### src/rtl/adc_bram_pkg.sv
// Shared types for the ADC/BRAM blocks.
// Streamer FSM encoding lives here so sibling blocks agree on it.
package adc_bram_pkg;

  typedef enum logic [1:0] {
    ST_IDLE  = 2'd0,
    ST_FETCH = 2'd1,
    ST_DRAIN = 2'd2
  } stream_state_e;

endpackage

### src/rtl/skid_fifo2.sv
// Two-entry FIFO holding BRAM read returns.
// The head word is presented combinationally on pop_data.
module skid_fifo2 #(
  parameter int RAM_WIDTH = 8
) (
  input  logic                 clk,
  input  logic                 rst,
  input  logic                 flush,
  input  logic                 push,
  input  logic [RAM_WIDTH-1:0] push_data,
  input  logic                 pop,
  output logic [RAM_WIDTH-1:0] pop_data,
  output logic [1:0]           occupancy
);

  logic [RAM_WIDTH-1:0] mem0;
  logic [RAM_WIDTH-1:0] mem1;
  logic                 wp;
  logic                 rp;

  assign pop_data = rp ? mem1 : mem0;

  always_ff @(posedge clk) begin
    if (rst) begin
      mem0      <= '0;
      mem1      <= '0;
      wp        <= 1'b0;
      rp        <= 1'b0;
      occupancy <= 2'd0;
    end else if (flush) begin
      wp        <= 1'b0;
      rp        <= 1'b0;
      occupancy <= 2'd0;
    end else begin
      if (push) begin
        if (wp) mem1 <= push_data;
        else    mem0 <= push_data;
        wp <= ~wp;
      end
      if (pop)
        rp <= ~rp;
      occupancy <= occupancy + {1'b0, push} - {1'b0, pop};
    end
  end

endmodule

### src/rtl/bram_read_streamer.sv
// Streams a burst of words from block RAM to a ready/valid consumer.
// Reads are credit-limited so the 2-entry buffer can never overflow.
module bram_read_streamer
  import adc_bram_pkg::*;
#(
  parameter int RAM_WIDTH     = 8,
  parameter int RAM_ADDR_BITS = 16
) (
  input  logic                     clk,
  input  logic                     rst,
  input  logic                     start,
  input  logic                     abort,
  input  logic [RAM_ADDR_BITS-1:0] start_address,
  input  logic [RAM_ADDR_BITS:0]   read_length,
  output logic                     read_enable,
  output logic [RAM_ADDR_BITS-1:0] read_address,
  input  logic [RAM_WIDTH-1:0]     read_data,
  output logic [RAM_WIDTH-1:0]     out_data,
  output logic                     out_valid,
  input  logic                     out_ready,
  output logic                     busy,
  output logic                     done
);

  localparam logic [RAM_ADDR_BITS:0]   LEN_ONE  = 1;
  localparam logic [RAM_ADDR_BITS-1:0] ADDR_ONE = 1;

  stream_state_e          state;
  logic [RAM_ADDR_BITS:0] reads_left;
  logic [RAM_ADDR_BITS:0] words_left;
  logic                   rd_pend;
  logic [1:0]             occ;
  logic [2:0]             credit;
  logic                   pop;
  logic                   issue;

  assign pop    = out_valid & out_ready;
  assign credit = {1'b0, occ} + {2'b00, rd_pend} - {2'b00, pop};
  assign issue  = (state == ST_FETCH) && (reads_left != '0)
               && (credit < 3'd2);

  assign read_enable = issue;
  assign out_valid   = (occ != 2'd0);
  assign busy        = (state != ST_IDLE);

  skid_fifo2 #(
    .RAM_WIDTH(RAM_WIDTH)
  ) u_fifo (
    .clk       (clk),
    .rst       (rst),
    .flush     (abort),
    .push      (rd_pend),
    .push_data (read_data),
    .pop       (pop),
    .pop_data  (out_data),
    .occupancy (occ)
  );

  always_ff @(posedge clk) begin
    if (rst) begin
      state        <= ST_IDLE;
      read_address <= '0;
      reads_left   <= '0;
      words_left   <= '0;
      rd_pend      <= 1'b0;
      done         <= 1'b0;
    end else if (abort) begin
      state      <= ST_IDLE;
      reads_left <= '0;
      words_left <= '0;
      rd_pend    <= 1'b0;
      done       <= 1'b0;
    end else begin
      done    <= 1'b0;
      rd_pend <= issue;
      if (pop)
        words_left <= words_left - LEN_ONE;
      unique case (state)
        ST_IDLE: begin
          if (start) begin
            if (read_length == '0) begin
              done <= 1'b1;
            end else begin
              state        <= ST_FETCH;
              read_address <= start_address;
              reads_left   <= read_length;
              words_left   <= read_length;
            end
          end
        end
        ST_FETCH: begin
          if (issue) begin
            read_address <= read_address + ADDR_ONE;
            reads_left   <= reads_left - LEN_ONE;
            if (reads_left == LEN_ONE)
              state <= ST_DRAIN;
          end
        end
        ST_DRAIN: begin
          if (pop && words_left == LEN_ONE) begin
            state <= ST_IDLE;
            done  <= 1'b1;
          end
        end
        default: state <= ST_IDLE;
      endcase
    end
  end

endmodule

### config.mk
export PLATFORM = sky130hd
export DESIGN_NAME = bram_read_streamer
export DESIGN_NICKNAME = d
export VERILOG_FILES = /design/src/rtl/adc_bram_pkg.sv /design/src/rtl/skid_fifo2.sv /design/src/rtl/bram_read_streamer.sv
export SDC_FILE = /design/constraint.sdc
export NUM_CORES = 1
export LEC_CHECK = 0
export ABC_AREA = 1
export CAP_MARGIN = 0
export CORE_UTILIZATION = 50
export CTS_CLUSTER_DIAMETER = 50
export CTS_CLUSTER_SIZE = 8
export DETAILED_ROUTE_END_ITERATION = 7
export PLACE_DENSITY = 0.75
export SETUP_SLACK_MARGIN = 0.02
export SYNTH_ARGS = -nofsm -noshare
export SYNTH_HDL_FRONTEND = slang
export SYNTH_HIERARCHICAL = 1
export SYNTH_SLANG_ARGS = --single-unit
export TNS_END_PERCENT = 20
### constraint.sdc
create_clock -name clk -period 3.76 [get_ports clk]
set_clock_uncertainty 0.2 [all_clocks]
set_input_delay 0.752 -clock clk [delete_from_list [all_inputs] [get_ports clk]]
set_output_delay 0.752 -clock clk [all_outputs]
set_load 0.005 [all_outputs]
==> flow_summary.toml <==
[placed_design]
place_area_sq_um = 5440
place_hpwl_mm = 8.40
portBuffers = 73
place.gp.congestion = 0.890
placedCellCount = 885

[worst_setup_path]
cp.arrival_ps = 2460
end_kind = "primary output"
critical_path_class = "flip-flop to primary output"
critPathLaunchType = "flip-flop"
path_max_fanout = 6
r2r_slack_ps = 800
worstPathRequired_ps = 2810

[synth]
synth_area_leaders = "dfxtp_1 (32%), nor2_1 (13%), nand2_1 (12%)"
yosysSeqAreaShare_pct = 32.1
synth_area_leader_cell = "dfxtp_1"
syn_area_per_cell_sq_um = 6.46
synth_cells = 715
yosys_warnings = 6
synth-edff-count = 0
synth_seq_cells = 74
synth_flop_cell = "dfxtp_1"
synth_top_area_share_pct = 32.1
synthArstFlopShare_pct = 0
netlist_area_sq_um = 4620
synth_fp_nets = 769
yosys.cell_types.count = 44

[floorplanning]
core.rowCount = 34
ioPinCount = 74
start_util_pct = 52.2
die_w_um = 98.1
coreArea_sq_um = 8850
die_y_um = 98.1
die_area_sq_um = 9620

[finish]
final_nets = 844
n_antenna_cell = 0
final_cell_mix = "nor2_1 (156), nand2_1 (147), inv_1 (78), dfxtp_1 (74), clkdlybuf4s50_1 (71)"
area_growth_pct = 23.8
fin_area_sq_um = 5710
drive_gt1_share_pct = 10.7
stdcell_count = 902
layout_commonest_cell = "nor2_1"

[drt]
drc = 4
ant_nets = 0
drt_iter0_drc = 214
wire_per_inst_um = 12.9
via_per_inst = 5.16
vias = 4650
dr.pass1.iters = 6
wirelength_mm = 11.6

[sta]
max_freq_mhz = 293
fin_crit_ps = 3410
rsz0062_at_grt = "false"
final_max_slew_viol_count = 0
finalSetupViolations = 0
slew_headroom_pct = 57.3
finalHoldViolCount = 0
worstMarginPinSlew_ps = 640
fin_crit_sh_pct = 90.6

[global_route]
grt_util_all_layers_pct = 25.1
grt_pass1_wl_mm = 19.7
grt_pass1_vias = 4423
overflow = 0
antenna_found_initial = 0
grt_max_degree = 41

[clock_tree]
clockBufferDepth = 2
cts_hold_buf = 0
numCtsBuffers = 9
clockRootBuffer = "clkbuf_8"
h-tree-depth = 3
numClockSinks = 74
cts_tree = "yes"
clk_pin_slew_ps = 80
clk_latency_ps = 360

[power_and_ir_drop]
leakage_uw = 0.00248
vdd_drop_max_mv = 0.232
p_total_uw = 2230
power.density_nw_per_um2 = 390

[status]
outcome = "finished, violations left"
violations = "design-rule violations"

[job]
max_cap_violations = 0

[hold_path]
hold_class = "flip-flop to flip-flop"
## critical path, cell delays in order, from the launching register on
cell and delay [ps]:
dfxtp_1 430, inv_1 70, nand2_1 100, nand2_2 50, inv_1 60, nand2_1 60
o21ai_1 70, nand2_1 70, fa_1 480, o21ai_0 70, a21oi_1 130, buf_4 140
nand3_4 70, inv_2 80, clkdlybuf4s15_1 200
## where the power goes
part	switching (uW)	internal, uW
sequential	49.7	826
combinational	306	217
clock	319	509
total	675	1550
## through the flow
stage | hold WS (ps) | utilization, % | setup slack, ps | setup TNS (ps)
floorplan | 249 | - | 635 | 0
global placement | 255 | 61.4 | -269 | -269
detailed placement | 268 | 61.4 | -268 | -268
CTS | 285 | 64.5 | 42.7 | 0
global route | 312 | 64.6 | 81.4 | 0
finish | 281 | 64.6 | 353 | 0
## final cells by class
class,count,area [sq um]
Clock buffer,9,124
Clock inverter,6,138
Fill cell,818,3130
Inverter,86,327
Multi-Input combinational cell,534,2670
Sequential cell,74,1480
Tap cell,108,135
Timing Repair Buffer,85,836
## path summary, 6_finish.rpt
check	end	depth (start not counted)	startpoint
hold / removal	u_fifo/mem0[4]$_SDFFE_PP0P_	2	u_fifo/mem0[4]$_SDFFE_PP0P_
setup reg to reg	reads_left[4]$_SDFFE_PP0P_	17	u_fifo/occupancy[1]$_SDFF_PP0_
hold reg to reg	u_fifo/mem0[4]$_SDFFE_PP0P_	2	u_fifo/mem0[4]$_SDFFE_PP0P_
setup / recovery	read_enable	14	u_fifo/occupancy[1]$_SDFF_PP0_
## cells in the mapped netlist (2+ instances only)
cell	number
nand4_1	11
o21ai_0	63
mux2_2	8
buf_2	6
buf_6	4
nand2_4	2
nand3_2	4
xnor2_1	6
o211ai_1	2
and3_1	2
nand2_2	3
nand3_1	37
xor2_1	6
o31ai_1	4
buf_1	2
a31oi_1	7
nor3_1	5
inv_1	79
a21oi_1	15
nor2_1	157
inv_2	5
nor2_4	3
a22oi_1	2
clkbuf_1	7
nand3_4	3
nor2_2	21
o21ai_1	9
dfxtp_1	74
nand2_1	147
ha_1	7
## flip-flops by register name (all words and copies together), names as in the netlist
register,flops
read_address,16
u_fifo/mem1,8
u_fifo/wp,1
u_fifo/rp,1
state,2
reads_left,17
u_fifo/mem0,8
u_fifo/occupancy,2
words_left,17
done,1
rd_pend,1
## logic make-up after synthesis
kind of cell	after synthesis	synth area share (%)
simple gates	398	38.2
compound gates	108	13.1
buf+inv	107	10.0
flops	74	32.1
xor+xnor	12	2.28
mux	8	1.95
fa+ha+maj	8	2.33
## layer usage
metal | GRT usage (%) | wire length (um) | part of all wire, % | up-vias
met1 | 31.5 | 5290 | 45 | 2095
met2 | 42.4 | 5470 | 47 | 119
met5 | 0 | 0 | 0 | -
li1 | - | - | - | 2419
met3 | 6.01 | 714 | 6.1 | 17
met4 | 8.04 | 174 | 1.5 | 0
## timing repair
item	in CTS	in global routing
gates resized for setup	3	2
endpoints found under the setup margin	1	1
setup buffers	1	1
No activity file was read; power rests on OpenSTA's default activity.
